==> src/rtl/insmem_loader.sv <==
// Byte-stream program loader: 6-byte big-endian header (base, N words), then 4*N payload bytes written to instruction memory.
// Latency: write strobe registered on the edge that accepts each payload byte; done pulses two cycles after the last write.
// Backpressure: in_ready depends on state only; upstream holds in_valid/in_byte until accepted.
module insmem_loader #(
    parameter int MEM_BYTES = 2048,
    parameter int CNT_W     = 16
) (
    input  logic        clk,
    input  logic        reset,
    input  logic        start,
    input  logic        in_valid,
    input  logic [7:0]  in_byte,
    output logic        in_ready,
    output logic        wr_en,
    output logic [31:0] wr_addr,
    output logic [7:0]  wr_data,
    output logic        busy,
    output logic        done,
    output logic        error
);

    localparam int REM_W = CNT_W + 2;

    typedef enum logic [2:0] {
        S_IDLE,
        S_HDR_ADDR,
        S_HDR_LEN,
        S_DATA,
        S_FINISH,
        S_FINISH2,
        S_ERROR
    } state_t;

    state_t             state_q, state_d;
    logic [1:0]         hdr_cnt_q, hdr_cnt_d;
    logic [31:0]        base_q, base_d;
    logic [7:0]         len_hi_q, len_hi_d;
    logic [31:0]        ptr_q, ptr_d;
    logic [REM_W-1:0]   rem_q, rem_d;
    logic               wr_en_q, wr_en_d;
    logic [31:0]        wr_addr_q, wr_addr_d;
    logic [7:0]         wr_data_q, wr_data_d;
    logic               busy_q, busy_d;
    logic               done_q, done_d;
    logic               error_q, error_d;

    logic               accept;
    logic [CNT_W-1:0]   n_full;
    logic [33:0]        end_addr;

    always_comb begin
        in_ready = (state_q == S_HDR_ADDR) || (state_q == S_HDR_LEN) || (state_q == S_DATA);
    end

    assign accept   = in_valid & in_ready;
    assign n_full   = CNT_W'({len_hi_q, in_byte});
    // Evaluated wide enough that a huge N cannot wrap back into range.
    assign end_addr = {2'b00, base_q} + (34'(n_full) << 2);

    always_comb begin
        state_d   = state_q;
        hdr_cnt_d = hdr_cnt_q;
        base_d    = base_q;
        len_hi_d  = len_hi_q;
        ptr_d     = ptr_q;
        rem_d     = rem_q;
        wr_en_d   = 1'b0;
        wr_addr_d = wr_addr_q;
        wr_data_d = wr_data_q;
        busy_d    = busy_q;
        done_d    = 1'b0;
        error_d   = error_q;

        case (state_q)
            S_IDLE, S_ERROR: begin
                if (start) begin
                    state_d   = S_HDR_ADDR;
                    hdr_cnt_d = 2'd0;
                    busy_d    = 1'b1;
                    error_d   = 1'b0;
                end
            end
            S_HDR_ADDR: begin
                if (accept) begin
                    base_d = {base_q[23:0], in_byte};
                    if (hdr_cnt_q == 2'd3) begin
                        state_d   = S_HDR_LEN;
                        hdr_cnt_d = 2'd0;
                    end else begin
                        hdr_cnt_d = hdr_cnt_q + 2'd1;
                    end
                end
            end
            S_HDR_LEN: begin
                if (accept) begin
                    len_hi_d = in_byte;
                    if (hdr_cnt_q == 2'd1) begin
                        hdr_cnt_d = 2'd0;
                        if (base_q[1:0] != 2'b00 || end_addr > 34'(MEM_BYTES)) begin
                            state_d = S_ERROR;
                            error_d = 1'b1;
                            busy_d  = 1'b0;
                        end else if (n_full == '0) begin
                            state_d = S_FINISH;
                        end else begin
                            state_d = S_DATA;
                            ptr_d   = base_q;
                            rem_d   = {n_full, 2'b00};
                        end
                    end else begin
                        hdr_cnt_d = hdr_cnt_q + 2'd1;
                    end
                end
            end
            S_DATA: begin
                if (accept) begin
                    wr_en_d   = 1'b1;
                    wr_addr_d = ptr_q;
                    wr_data_d = in_byte;
                    ptr_d     = ptr_q + 32'd1;
                    rem_d     = rem_q - REM_W'(1);
                    if (rem_q == REM_W'(1)) begin
                        state_d = S_FINISH;
                    end
                end
            end
            // Two quiet cycles put done exactly two cycles after the final write.
            S_FINISH: begin
                state_d = S_FINISH2;
            end
            S_FINISH2: begin
                state_d = S_IDLE;
                busy_d  = 1'b0;
                done_d  = 1'b1;
            end
            default: begin
                state_d = S_IDLE;
                busy_d  = 1'b0;
            end
        endcase
    end

    always_ff @(posedge clk or posedge reset) begin
        if (reset) begin
            state_q   <= S_IDLE;
            hdr_cnt_q <= 2'd0;
            base_q    <= 32'd0;
            len_hi_q  <= 8'd0;
            ptr_q     <= 32'd0;
            rem_q     <= '0;
            wr_en_q   <= 1'b0;
            wr_addr_q <= 32'd0;
            wr_data_q <= 8'd0;
            busy_q    <= 1'b0;
            done_q    <= 1'b0;
            error_q   <= 1'b0;
        end else begin
            state_q   <= state_d;
            hdr_cnt_q <= hdr_cnt_d;
            base_q    <= base_d;
            len_hi_q  <= len_hi_d;
            ptr_q     <= ptr_d;
            rem_q     <= rem_d;
            wr_en_q   <= wr_en_d;
            wr_addr_q <= wr_addr_d;
            wr_data_q <= wr_data_d;
            busy_q    <= busy_d;
            done_q    <= done_d;
            error_q   <= error_d;
        end
    end

    assign wr_en   = wr_en_q;
    assign wr_addr = wr_addr_q;
    assign wr_data = wr_data_q;
    assign busy    = busy_q;
    assign done    = done_q;
    assign error   = error_q;

endmodule

==> config.mk <==
export PLATFORM = sky130hd
export DESIGN_NAME = insmem_loader
export DESIGN_NICKNAME = d
export VERILOG_FILES = /design/src/rtl/insmem_loader.sv
export SDC_FILE = /design/constraint.sdc
export NUM_CORES = 1
export LEC_CHECK = 0
export ABC_AREA = 1
export CAP_MARGIN = 0
export CELL_PAD_IN_SITES_DETAIL_PLACEMENT = 1
export CELL_PAD_IN_SITES_GLOBAL_PLACEMENT = 1
export CORE_MARGIN = 5
export CORE_UTILIZATION = 45
export CTS_BUF_LIST = sky130_fd_sc_hd__clkbuf_4 sky130_fd_sc_hd__clkbuf_8
export DETAILED_ROUTE_END_ITERATION = 12
export GPL_TIMING_DRIVEN = 0
export PLACE_DENSITY_LB_ADDON = 0.1
export SYNTH_ARGS = -nofsm -noshare
export SYNTH_HDL_FRONTEND = slang
export SYNTH_SLANG_ARGS = --single-unit
export TNS_END_PERCENT = 100
==> constraint.sdc <==
create_clock -name clk -period 7.21 [get_ports clk]
set_input_delay 2.163 -clock clk [delete_from_list [all_inputs] [get_ports clk]]
set_output_delay 2.163 -clock clk [all_outputs]
set_load 0.01 [all_outputs]
==> impl_metrics.py <==
metrics = {
    "die": {
        "initial_utilization": 0.4527,
        "core_area_um2": 20040,
        "die_area_um2": 23100,
        "die_w_um": 152.0,
        "ioPinCount": 57,
        "rows": 52,
        "die_h_um": 152.0,
    },
    "timing": {
        "period_minus_slack_ns": 5.021,
        "slew_violations": 0,
        "fmax_ghz": 0.1992,
        "fin_tns_setup_ns": 0,
        "fin_ws_ns": 2.189,
        "slew-limit-headroom": 0.3809,
        "post-route-period-util": 0.6964,
        "clock_skew_ns": 0.01936,
        "rsz0062_at_grt": "no",
        "setup_viol_count_final": 0,
        "tightestPinTransition_ns": 0.9253,
        "hold_viol": 0,
    },
    "clocking": {
        "cts_tree": "done",
        "cts.sinks": 139,
        "post_cts_buffers": 0,
        "ctsHoldBuffers": 0,
        "cts_buffers": 17,
        "htreeDepth": 4,
        "clkTransAtPathRegs_ns": 0.10,
        "cts-resized-gates": 0,
        "clk_latency_ns": 0.48,
        "root_buffer": "clkbuf_8",
        "clockBufferDepth": 2,
    },
    "setup_path": {
        "path_class": "input pin to flop",
        "critical-path-top-delay-family": "simple AND/OR/NAND/NOR gates",
        "crit_path_frequent_cell": "nand2_1",
        "crit_start": "in_byte[0]",
        "crit_path_end_kind": "flop",
        "cp_slowest_cell": "clkdlybuf4s50_1",
        "rr_endpoint": "state_q[2]",
        "worst-path-buf-inv": 2,
        "cp.required_ns": 7.59,
        "cp_data_arrival_time_ns": 5.41,
        "cp_max_fo": 10,
        "rr_worst_depth": 19,
        "slowest_delay_ns": 0.45,
        "crit_chain": "clkdlybuf4s50_1 > ha_1 > fa_1 > nand2_1 > nand2_1 > nand3_1 > nand2_1 > nand2_1 > nand2_1 > nand2_1 > nand3_1 > nand2_1 > nand3_1 > nor2_2 > nand4_2 > nand2_4 > buf_4 > nand3_1 > nand2_1 > nand2_1",
        "cp-start-kind": "input pin",
        "rrSetupSlack_ns": 3.94,
        "timing.rr.start": "base_q[2]",
    },
    "detailed_routing": {
        "routedWlPerCell_um": 18.53,
        "detail-route-antenna-nets": 0,
        "avgViaCountPerCell": 5.455,
        "totalWireLength_um": 31710,
        "drc": 0,
        "drtPass1Iterations": 9,
        "drt-initial-drc-count": 585,
        "via_count": 9334,
    },
    "cells_and_area": {
        "diodes": 0,
        "multiInputGateArea_um2": 4649,
        "fillers": 2781,
        "syn_to_final_growth_pct": 15.45,
        "seq_area_um2": 3478,
        "final_core_util": 0.5226,
        "fin_nets": 1463,
        "drive_gt1_frac": 0.04719,
        "stdcell_count": 1711,
    },
    "power": {
        "power.density_nw_per_um2": 434.4,
        "ir_drop_v": 0.0001817,
        "p_leak_uw": 0.005240,
        "power_uw": 4549,
    },
    "yosys": {
        "synthMuxAreaShare": 0,
        "synth-edff-count": 0,
        "synthArstFlopShare": 1.000,
        "yosys_register_bits": 139,
        "syn_inst": 1352,
        "synthSimpleGateAreaFrac": 0.3629,
        "synth_compound_area_frac": 0.09779,
        "ys_seq_area_frac": 0.3834,
        "yosysWarnings": 0,
        "ys_types": 40,
        "synth_top_family_by_area": "simple AND/OR/NAND/NOR gates",
        "avgSynthCellArea_um2": 6.709,
        "synth_nets": 1387,
        "syn-cell-area_um2": 9071,
        "synth_fa_ha_area_frac": 0.03255,
        "synth_xor_xnor_area_share": 0.01931,
        "ys.flop_type": "dfrtp_1",
    },
    "hold_path": {
        "hold-path-endpoint": "wr_addr[22]",
        "hold_class": "flop to flop",
        "hold_start": "wr_addr[22]",
        "min_path_cells": 2,
    },
    "placement": {
        "gp_congestion": 0.9041,
        "hpwl_um": 25170,
        "placed_cells": 1679,
        "portBuffers": 56,
        "place_ws_ns": 1.648,
    },
    "global_route": {
        "grt_pass1_vias": 9479,
        "track_usage": 0.2735,
        "grt_start_max_net_pins": 89,
        "grt-ovfl-total": 0,
        "grt_pass1_wl_um": 51100,
        "grt_antenna_before_repair": 0,
    },
    "run": {
        "maxCapViolCount": 0,
    },
    "status": {
        "status": "finished clean",
    },
}
cells in the final DEF (no fill, tap or decap), drive strengths merged, types with 3 or more instances in the layout:
master	instances
nand4	70
dfrtp	139
clkinvlp	3
nor3	23
nand3	70
bufinv	5
xor2	19
o21ai	129
nand2	471
inv	195
clkbuf	52
a21oi	27
ha	22
nor4	15
clkinv	3
clkdlybuf4s50	56
nor2	103
nand3b	6
o22ai	7
buf	12
metal layers:
metal / part of all wire / wire length [µm] / track usage / vias to the layer above
met4: 0.022 / 702 / 0.08861 / 0
li1: - / - / - / 4495
met5: 0 / 0 / 0 / -
met2: 0.48 / 15110 / 0.4526 / 270
met1: 0.45 / 14330 / 0.3755 / 4516
met3: 0.050 / 1571 / 0.03328 / 53
flip-flops by register name (all words and copies together) (netlist names):
name and flops:
base_q 32, busy 1, done 1, error 1, hdr_cnt_q 2, len_hi_q 8, ptr_q 32, rem_q 18
state_q 3, wr_addr 32, wr_data 8, wr_en 1
report_power, final:
part | internal, µW | leakage [µW] | switching (µW) | total [µW]
combinational | 814 | 0.00321 | 1470 | 2280
clock | 418 | 0.000225 | 352 | 771
sequential | 1120 | 0.00180 | 374 | 1500
total | 2360 | 0.00524 | 2190 | 4550
Yosys cell counts, types with 3 or more instances:
cell type  count  area share
nand2_2        3      0.0021
clkbuf_1      35       0.014
nor4_1        15       0.010
o21ai_0      127       0.070
nand3b_1       6      0.0050
nor3_2         3      0.0033
inv_2          5      0.0021
o22ai_1        7      0.0048
dfrtp_1      139        0.38
ha_1          22       0.030
nor2_1        97       0.040
xor2_1        19       0.018
buf_6          5      0.0062
inv_1        186       0.077
nor2_2         6      0.0041
nand2_1      467        0.19
nand4_1       69       0.048
nor3_1        20       0.011
a21oi_1       26       0.014
nand3_1       68       0.038
buf_4          4      0.0033
through the flow:
stage | area [µm²] | hold slack [ns]
floorplan | 9071 | 0.4419
global placement | 9970 | 0.4555
detailed placement | 10000 | 0.4599
CTS | 10470 | 0.4788
global route | 10470 | 0.4912
finish | 10470 | 0.4774
logic make-up (layout without fill, tap and decap cells):
| family | count (synthesis) | count (layout) |
|---|---|---|
| adder cells (fa/ha/maj) | 23 | 23 |
| AO/OA/AOI/OAI | 171 | 171 |
| flip-flops | 139 | 139 |
| buffers and inverters | 237 | 326 |
| AND/OR/NAND/NOR | 762 | 762 |
| XOR/XNOR | 20 | 20 |
worst reg2reg max path, delay by kind of cell, from the launching register on:
kind	cells	cell delay, ns
buffers and inverters	1	0.21
adder cells (fa/ha/maj)	2	0.68
AND/OR/NAND/NOR	16	1.87
flip-flops	1	0.42
how the worst max path moves through the flow:
stage / depth (start not counted) / endpoint / slack, ns
2_1_floorplan: 1 / base_q[0] / 1.32
3_3_place_gp: 2 / hdr_cnt_q[0] / -0.79
3_5_place_dp: 20 / state_q[2] / 1.65
4_1_cts: 20 / ptr_q[2] / 2.16
5_1_grt: 20 / state_q[2] / 1.92
6_report: 20 / state_q[2] / 2.19
final cells by class:
cell class / count / share of cell area
multi-input cells: 976 / 0.4440
flip-flops and latches: 139 / 0.3321
inverters: 191 / 0.06894
repair buffers: 57 / 0.05615
well taps: 270 / 0.03226
clock inverters: 15 / 0.02258
clock buffers: 17 / 0.02234
plain buffers: 46 / 0.02162
(Power assumes the default switching activity.)
